`config.mk`:
```
export PLATFORM = sky130hd
export DESIGN_NAME = ita_scroll_src
export DESIGN_NICKNAME = d
export VERILOG_FILES = /design/src/rtl/ita_scroll_src.sv
export SDC_FILE = /design/constraint.sdc
export NUM_CORES = 1
export LEC_CHECK = 0
export ABC_CLOCK_PERIOD_IN_PS = 5950
export BUFFER_PORTS_ARGS = -buffer_cell sky130_fd_sc_hd__buf_4
export CAP_MARGIN = 20
export CORE_ASPECT_RATIO = 0.8
export CORE_MARGIN = 5
export CORE_UTILIZATION = 29
export CTS_CLUSTER_SIZE = 28
export DETAILED_ROUTE_END_ITERATION = 7
export PLACE_DENSITY_LB_ADDON = 0.1
export SLEW_MARGIN = 20
export SYNTH_ARGS = -nofsm -noshare
export SYNTH_HDL_FRONTEND = slang
export SYNTH_SLANG_ARGS = --single-unit
```
`constraint.sdc`:
```
create_clock -name clk -period 5.95 [get_ports clk]
set_input_delay 0.595 -clock clk [delete_from_list [all_inputs] [get_ports clk]]
set_output_delay 0.595 -clock clk [all_outputs]
set_load 0.02 [all_outputs]
```
`src/rtl/ita_scroll_src.sv`:
```
// Message buffer and scrolling 12-digit window feeding the 14-segment display multiplexer.
// Returns the registered segment pattern for the digit position requested each cycle.
module ita_scroll_src #(
  parameter int DEPTH  = 32,
  parameter int DIV    = 1_000_000,
  parameter int DIGITS = 12
) (
  input  logic        clk,
  input  logic        rst,
  input  logic        wr_valid,
  output logic        wr_ready,
  input  logic [7:0]  wr_char,
  input  logic        wr_last,
  input  logic        scroll_en,
  input  logic [3:0]  dig_idx,
  output logic [13:0] seg,
  output logic        busy
);

  localparam int PW = $clog2(DEPTH);
  localparam int LW = PW + 1;
  localparam int DW = (DIV > 1) ? $clog2(DIV) : 1;

  typedef enum logic [1:0] {
    IDLE = 2'd0,
    LOAD = 2'd1,
    SHOW = 2'd2
  } state_t;

  state_t         state, state_nxt;
  logic [PW-1:0]  wr_ptr, wr_ptr_nxt;
  logic [LW-1:0]  len, len_nxt;
  logic [PW-1:0]  offset, offset_nxt;
  logic [DW-1:0]  divider, divider_nxt;
  logic [7:0]     mem [DEPTH];
  logic           accept;
  logic           commit;
  logic [PW-1:0]  wr_idx;
  logic [LW-1:0]  pos_sum;
  logic [PW-1:0]  pos;
  logic [13:0]    seg_nxt;

  function automatic logic [13:0] enc(input logic [7:0] c);
    logic [7:0] u;
    u = (c >= 8'h61 && c <= 8'h7a) ? c - 8'h20 : c;
    case (u)
      8'h41:   enc = 14'b11101111000000;
      8'h43:   enc = 14'b10011100000000;
      8'h44:   enc = 14'b11110000010010;
      8'h45:   enc = 14'b10011110000000;
      8'h49:   enc = 14'b10010000010010;
      8'h4c:   enc = 14'b00011100000000;
      8'h4f:   enc = 14'b11111100000000;
      8'h50:   enc = 14'b11001111000000;
      8'h53:   enc = 14'b10110111000000;
      8'h54:   enc = 14'b10000000010010;
      8'h55:   enc = 14'b01111100000000;
      default: enc = 14'd0;
    endcase
  endfunction

  assign wr_ready = ~rst;
  assign accept   = wr_valid & wr_ready;
  // A write outside LOAD always restarts the message at index 0.
  assign wr_idx   = (state == LOAD) ? wr_ptr : '0;
  assign commit   = accept & (wr_last | (wr_idx == PW'(DEPTH - 1)));
  assign busy     = (state == LOAD);

  always_ff @(posedge clk) begin
    if (rst) begin
      state   <= IDLE;
      wr_ptr  <= '0;
      len     <= '0;
      offset  <= '0;
      divider <= '0;
    end else begin
      state   <= state_nxt;
      wr_ptr  <= wr_ptr_nxt;
      len     <= len_nxt;
      offset  <= offset_nxt;
      divider <= divider_nxt;
    end
  end

  always_comb begin
    state_nxt   = state;
    wr_ptr_nxt  = wr_ptr;
    len_nxt     = len;
    offset_nxt  = offset;
    divider_nxt = divider;
    if (accept) begin
      wr_ptr_nxt  = wr_idx + PW'(1);
      offset_nxt  = '0;
      divider_nxt = '0;
      if (commit) begin
        len_nxt   = LW'(wr_idx) + LW'(1);
        state_nxt = SHOW;
      end else begin
        state_nxt = LOAD;
      end
    end else if (state == SHOW && scroll_en && len > LW'(DIGITS)) begin
      if (divider == DW'(DIV - 1)) begin
        divider_nxt = '0;
        offset_nxt  = (LW'(offset) == len - LW'(1)) ? '0 : offset + PW'(1);
      end else begin
        divider_nxt = divider + DW'(1);
      end
    end else begin
      divider_nxt = divider;
    end
  end

  // Buffer storage is deliberately left out of reset.
  always_ff @(posedge clk) begin
    if (accept) begin
      mem[wr_idx] <= wr_char;
    end
  end

  // offset+k stays below 2*len, so a single conditional subtraction wraps it.
  always_comb begin
    pos_sum = LW'(offset) + LW'(dig_idx);
    pos     = PW'((pos_sum >= len) ? pos_sum - len : pos_sum);
    if (state == SHOW && dig_idx < 4'(DIGITS) &&
        (len > LW'(DIGITS) || LW'(dig_idx) < len)) begin
      seg_nxt = enc(mem[pos]);
    end else begin
      seg_nxt = 14'd0;
    end
  end

  always_ff @(posedge clk) begin
    if (rst) begin
      seg <= 14'd0;
    end else begin
      seg <= seg_nxt;
    end
  end

endmodule

```
==> results.py, run 1 <==
metrics = {
    "status": {
        "status": "complete, no violations",
    },
    "clock_tree": {
        "clk_path_buf_depth": 3,
        "cts.sinks": 303,
        "worstSkewPairLatency_ns": 0.53,
        "h-tree-depth": 2,
        "cts_tree": "built",
        "path_clk_slew_ns": 0.06,
        "root_buffer": "clkbuf_16",
        "cts_hold_buf": 0,
        "cts_buffers": 35,
    },
    "routing": {
        "drt_iter0_drc": 754,
        "vias_per_cell": 5.14,
        "wirelength_mm": 44.2,
        "drcViolationCount": 0,
        "wire_per_inst_um": 24.1,
        "num_vias": 9426,
        "firstDrtPassIters": 6,
        "ant_nets": 0,
    },
    "timing": {
        "skew_ns": 0.0182,
        "fin_crit_ns": 5.44,
        "relSlewSlack": 0.220,
        "setup_tns_ns": 0,
        "setup_viol": 0,
        "max_slew.worst_pin.slew_ns": 1.16,
        "finalHoldViolCount": 0,
        "max_freq_mhz": 184,
        "final-max-slew-violation-count": 0,
        "rsz0062_at_grt": "no",
        "finalCritPeriodShare": 0.913,
    },
    "grt": {
        "grt_start_max_net_pins": 33,
        "grt_pass1_wl_mm": 64.8,
        "grt_pass1_vias": 9218,
        "overflow": 0,
        "antenna_found_initial": 0,
        "grt_usage": 0.169,
    },
    "finish": {
        "area_delta_synth_final_pct": 16.3,
        "nets": 1235,
        "antennaDiodeCount": 0,
        "drive_above_1_share": 0.149,
    },
    "yosys": {
        "syn_avg_cell_area_um2": 12.3,
        "synth_cell_type_count": 92,
        "postSynth.asyncResetShare": 0,
        "yosysTopAreaCell": "edfxtp_1",
        "yosys_register_bits": 303,
        "netlist_area_um2": 13800,
        "synth_edf_count": 256,
        "syn-instance-count": 1126,
        "synthTopCellsByArea": "edfxtp_1 (56%), dfxtp_1 (6.8%), nand2_1 (4.4%)",
        "synth_seq_area_share": 0.625,
        "ys.flop_type": "edfxtp_1",
        "yosys_warnings": 0,
        "yosysTopAreaCellShare": 0.556,
    },
    "hold_path": {
        "hold_path_startpoint": "rst",
        "min_path_type": "in2reg",
        "hold_depth": 2,
    },
    "worst_setup_path": {
        "r2r_slack_ns": 0.51,
        "cp_data_arrival_time_ns": 5.86,
        "cp_data_required_time_ns": 6.37,
        "r2r_cells": 18,
        "cp-end-kind": "flop",
        "path_max_fanout": 16,
        "worstReg2RegStart": "offset[2]",
        "path_class": "reg2reg",
        "worstSetupStartpointType": "flop",
        "startpoint": "offset[2]",
    },
    "floorplan": {
        "die_h_um": 205,
        "ios": 33,
        "core_um2": 47100,
        "die_w_um": 254,
        "rows": 71,
        "design.die.area_um2": 52100,
        "start_util": 0.293,
    },
    "pwr": {
        "leakage_nw": 5.53,
        "p_sw_frac": 0.274,
        "p_int_w": 0.00383,
        "peakVddDrop_mv": 0.202,
        "power.total_w": 0.00529,
        "p_comb_frac": 0.171,
        "p_seq_frac": 0.437,
        "pwr-share-clk": 0.392,
        "power_density_nw_per_um2": 329,
        "p_sw_w": 0.00145,
    },
    "placed_design": {
        "gp_congestion": 0.827,
        "port_buffers": 28,
        "dp_hpwl_mm": 30.0,
    },
    "flow_run": {
        "drv_cap": 0,
    },
}
==> timing repair <==
item | CTS | global route
resized for setup | 0 | 1
endpoints found under the setup margin | 0 | 5
buffers inserted | 0 | 1
==> per-stage QoR <==
stage                     cell area [um2]  hold WS [ns]   util  std cells  worst slack, ns
after floorplan                     13800         0.462      -       1129            0.891
after global placement              14900         0.483  0.317       1773            0.100
after detailed placement            15000         0.494  0.318       1774           0.0744
after CTS                           16100         0.358  0.341       1834            0.320
after global routing                16100         0.375  0.341       1835           0.0408
final                               16100         0.385  0.341       1835            0.515
==> Yosys cell counts (15+ instances only) <==
library cell  number
edfxtp_1         256
nand2_1          163
nor2_1            96
nand3_1           68
dfxtp_1           47
mux2i_1           47
o21ai_0           34
a21oi_1           27
inv_1             27
ha_1              24
buf_2             22
and3_1            19
xnor2_1           19
xor2_1            17
a32oi_1           16
nor3_1            15
==> cell type report <==
cell class	count	area, um2
Inverter	28	105
Sequential cell	303	8630
Multi-Input combinational cell	740	4770
Timing Repair Buffer	84	697
Clock inverter	15	98.8
Fill cell	4665	31000
Clock buffer	45	986
Tap cell	620	776
==> worst max-delay path, cell delays in order, from the launching register on <==
cell and delay [ns]:
dfxtp_1 0.47, ha_1 0.33, a21oi_1 0.17, a21oi_1 0.11, nor2_1 0.28, ha_1 0.35, a21oi_1 0.31, o22ai_4 0.18
o21ai_1 0.29, a21boi_2 0.34, buf_4 0.34, nand2_1 0.37, a221o_1 0.39, o2111ai_1 0.19, o22ai_1 0.30, o21a_1 0.24
nor4_1 0.34, a311oi_2 0.12, and3_1 0.20
==> sequential cells by signal (all words and copies together), names as in the netlist <==
| signal | flops |
|---|---|
| len | 6 |
| divider | 20 |
| offset | 5 |
| seg | 9 |
| state | 2 |
| mem | 256 |
| wr_ptr | 5 |
==> power by group through the flow <==
| stage | clock, W | sequential (W) | combinational (W) |
|---|---|---|---|
| after floorplan | 0 | 0.00235 | 0.000556 |
| after global placement | 0 | 0.00235 | 0.000904 |
| after detailed placement | 0 | 0.00235 | 0.000896 |
| after CTS | 0.00212 | 0.00231 | 0.000899 |
| after global routing | 0.00222 | 0.00231 | 0.000975 |
| final | 0.00207 | 0.00231 | 0.000904 |
==> kinds of logic (layout without fill, tap and decap cells) <==
logic type	after synthesis	count (layout)	share of synthesized area
buffers and inverters	86	172	0.0338
adders and majority gates	26	26	0.0246
DFF	303	303	0.625
and+or+nand+nor	418	418	0.141
xor gates and xnor gates	36	36	0.0228
muxes	60	60	0.0465
AOI/OAI and AO/OA	196	196	0.107
other	1	4	0.000271
==> worst paths after layout <==
path	end
setup / recovery	seg[4]
hold / removal	wr_ptr[2]
setup reg to reg	seg[4]
hold reg to reg	divider[9]
==> routing by layer <==
layer	vias to the layer above	track usage	routed length (um)
met3	55	0.0399	3400
li1	4349	-	-
met4	0	0.0374	747
met2	295	0.246	18600
met5	-	0	0
met1	4727	0.256	21400
==> cell usage in the layout (no fill, tap or decap), drive strengths merged, types with 17 or more instances in the layout <==
master / count
buf: 84
dfxtp: 47
nor2: 98
mux2i: 48
and3: 19
inv: 29
edfxtp: 256
ha: 24
xor2: 17
o21ai: 39
nand2: 165
nand3: 69
clkbuf: 45
xnor2: 19
a21oi: 29
nor3: 19
No activity file was read; power rests on OpenSTA's default activity.
==> inputs of run 2 (changes only) <==
Settings changed: ABC_AREA set to 1.
==> run 2 against run 1 <==
Effect of this change:
- die area up 0.82%
- critical path depth up 12
- hold slack worse by 0.046 ns
- sequential power about the same
- combinational power down 19%
- first-iteration DRC count down 20%
- largest cell class unchanged
- sequential cell count unchanged
- sequential share of layout area up 0.33 points
==> results.py, run 2 <==
metrics = {
    "status": {
        "status": "complete, no violations",
    },
    "floorplan": {
        "start_util": 0.295,
        "die_h_um": 206,
        "die_w_um": 255,
        "design.die.area_um2": 52600,
        "rows": 71,
        "ios": 33,
        "core_um2": 47300,
    },
    "worst_setup_path": {
        "startpoint": "offset[0]",
        "cp_data_arrival_time_ns": 5.83,
        "r2r-end": "seg[13]",
        "max_stage_delay_ns": 0.57,
        "cp_slowest_cell": "o21ai_4",
        "cp_num_buf_inv": 3,
        "cp-endpoint": "seg[13]",
        "crit_cells": 30,
        "r2r_cells": 30,
        "r2r_slack_ns": 0.59,
        "path_class": "reg2reg",
        "critPathTopFamily": "simple AND/OR/NAND/NOR gates",
        "path_max_fanout": 28,
        "cp-end-kind": "flop",
        "worstSetupStartpointType": "flop",
        "path_common_cell": "nand3_1",
        "worstReg2RegStart": "offset[0]",
        "cp_data_required_time_ns": 6.42,
    },
    "yosys": {
        "synth_cell_type_count": 47,
        "synthTopCellsByArea": "edfxtp_1 (55%), nand2_1 (8.7%), nand3_1 (7.0%)",
        "syn_avg_cell_area_um2": 10.1,
        "yosys_register_bits": 303,
        "yosys_warnings": 0,
        "synth_common_cells": "nand2_1 (324), edfxtp_1 (256), nand3_1 (195)",
        "synth_edf_count": 256,
        "yosysMostFrequentCell": "nand2_1",
        "netlist_area_um2": 13900,
        "postSynth.asyncResetShare": 0,
        "ys.flop_type": "edfxtp_1",
        "synth_seq_area_share": 0.619,
        "yosysTopAreaCellShare": 0.552,
        "syn-instance-count": 1383,
        "yosysTopAreaCell": "edfxtp_1",
    },
    "pwr": {
        "p_int_w": 0.00382,
        "p_sw_w": 0.00141,
        "leakage_nw": 6.04,
        "p_comb_frac": 0.140,
        "p_sw_frac": 0.270,
        "pwr-share-clk": 0.419,
        "peakVddDrop_mv": 0.144,
        "p_seq_frac": 0.442,
        "power_density_nw_per_um2": 327,
    },
    "placed_design": {
        "dp_hpwl_mm": 25.6,
        "gp_congestion": 0.811,
        "pre_cts_ws_ns": 0.315,
        "port_buffers": 28,
    },
    "clock_tree": {
        "cts.sinks": 303,
        "cts_setup_buffers": 0,
        "cts_buffers": 37,
        "worstSkewPairLatency_ns": 0.55,
        "root_buffer": "clkbuf_16",
        "h-tree-depth": 2,
        "cts_hold_buf": 0,
        "path_clk_slew_ns": 0.06,
        "cts_tree": "built",
        "cts_resized": 0,
        "clk_path_buf_depth": 3,
    },
    "timing": {
        "relSlewSlack": 0.345,
        "setup_tns_ns": 0,
        "finalCritPeriodShare": 0.901,
        "skew_ns": 0.0260,
        "finalHoldViolCount": 0,
        "final-max-slew-violation-count": 0,
        "max_freq_mhz": 187,
        "fin_crit_ns": 5.36,
        "max_slew.worst_pin.slew_ns": 0.979,
        "setup_viol": 0,
        "rsz0062_at_grt": "no",
        "fin_ws_ns": 0.589,
    },
    "grt": {
        "grt_pass1_vias": 9650,
        "grt_pass1_wl_mm": 60.5,
        "overflow": 0,
        "grt_start_max_net_pins": 54,
        "antenna_found_initial": 0,
        "grt_usage": 0.152,
    },
    "flow_run": {
        "drv_cap": 0,
    },
    "routing": {
        "num_vias": 9714,
        "firstDrtPassIters": 5,
        "drt_iter0_drc": 602,
        "wirelength_mm": 39.3,
        "wire_per_inst_um": 19.0,
        "drcViolationCount": 0,
        "ant_nets": 0,
        "vias_per_cell": 4.70,
    },
    "finish": {
        "largest_register": "mem",
        "largestRegisters": "mem (256), divider (20), seg (9)",
        "largest_reg_flops": 256,
        "drive_above_1_share": 0.0952,
        "nets": 1464,
        "area_delta_synth_final_pct": 14.6,
        "layout_commonest_cell": "nand2_1",
        "antennaDiodeCount": 0,
        "final_cell_mix": "nand2_1 (324), edfxtp_1 (256), nand3_1 (195)",
    },
    "hold_path": {
        "min_path_type": "in2reg",
    },
}
## run 2: cell types whose count changed in the layout (fill, tap and decap cells not counted), sizes merged, moves of 18 or more
cell   delta
nand2   +170
inv     +134
nand3   +130
mux2i    -48
buf      -33
nor2     +28
and3     -18
o21ai    +18
## run 2: through the flow
stage | utilization | area [um2] | hold WS, ns | std cells | total power [W]
floorplan | - | 13900 | 0.456 | 1386 | 0.00283
global placement | 0.313 | 14800 | 0.476 | 2002 | 0.00309
detailed placement | 0.313 | 14800 | 0.479 | 2002 | 0.00309
CTS | 0.338 | 16000 | 0.309 | 2069 | 0.00530
global route | 0.338 | 16000 | 0.350 | 2069 | 0.00546
finish | 0.338 | 16000 | 0.339 | 2069 | 0.00523
## run 2: worst register-to-register path, delay by kind of cell, from the launching register on
family / cells / cell delay (ns)
and+or+nand+nor: 18 / 1.89
adders and majority gates: 4 / 1.28
AOI/OAI and AO/OA: 4 / 1.16
buffers and inverters: 3 / 0.43
DFF: 1 / 0.38
xor gates and xnor gates: 1 / 0.17
## run 2: metal layers
layer / track usage / wire length [um] / part of all wire / vias up
met3: 0.0326 / 2040 / 0.052 / 60
met2: 0.216 / 16200 / 0.41 / 200
li1: - / - / - / 4777
met4: 0.0545 / 1190 / 0.030 / 0
met5: 0 / 0 / 0 / -
met1: 0.229 / 19900 / 0.51 / 4677
## run 2: worst min-delay path by stage
stage / start / slack [ns] / end / cells past startpoint
2_1_floorplan: divider[14] / 0.46 / divider[14] / 2
3_5_place_dp: divider[0] / 0.48 / divider[0] / 2
4_1_cts: wr_valid / 0.31 / state[0] / 3
6_report: wr_valid / 0.34 / state[0] / 3
3_3_place_gp: divider[0] / 0.48 / divider[0] / 2
5_1_grt: wr_valid / 0.35 / state[0] / 3
## run 2: kinds of logic (layout without fill, tap and decap cells)
| logic type | after synthesis | count (layout) | share of synthesized area |
|---|---|---|---|
| buffers and inverters | 216 | 279 | 0.0696 |
| adders and majority gates | 26 | 26 | 0.0244 |
| and+or+nand+nor | 708 | 708 | 0.227 |
| DFF | 303 | 303 | 0.619 |
| xor gates and xnor gates | 16 | 16 | 0.0101 |
| other | 1 | 4 | 0.000269 |
| AOI/OAI and AO/OA | 113 | 113 | 0.0496 |
## run 2: power groups by stage
stage	logic [W]	registers, W	clock network, W
global route	0.000814	0.00231	0.00234
floorplan	0.000480	0.00235	0
CTS	0.000736	0.00231	0.00226
finish	0.000731	0.00231	0.00219
global placement	0.000741	0.00235	0
detailed placement	0.000734	0.00235	0
## run 2: final cells by class
cell class	instances	area [um2]
fillers	4844	31300
flip-flops and latches	303	8630
multi-input cells	867	4350
clock buffers	49	991
well taps	620	776
inverters	161	604
repair buffers	51	445
clock inverters	18	168
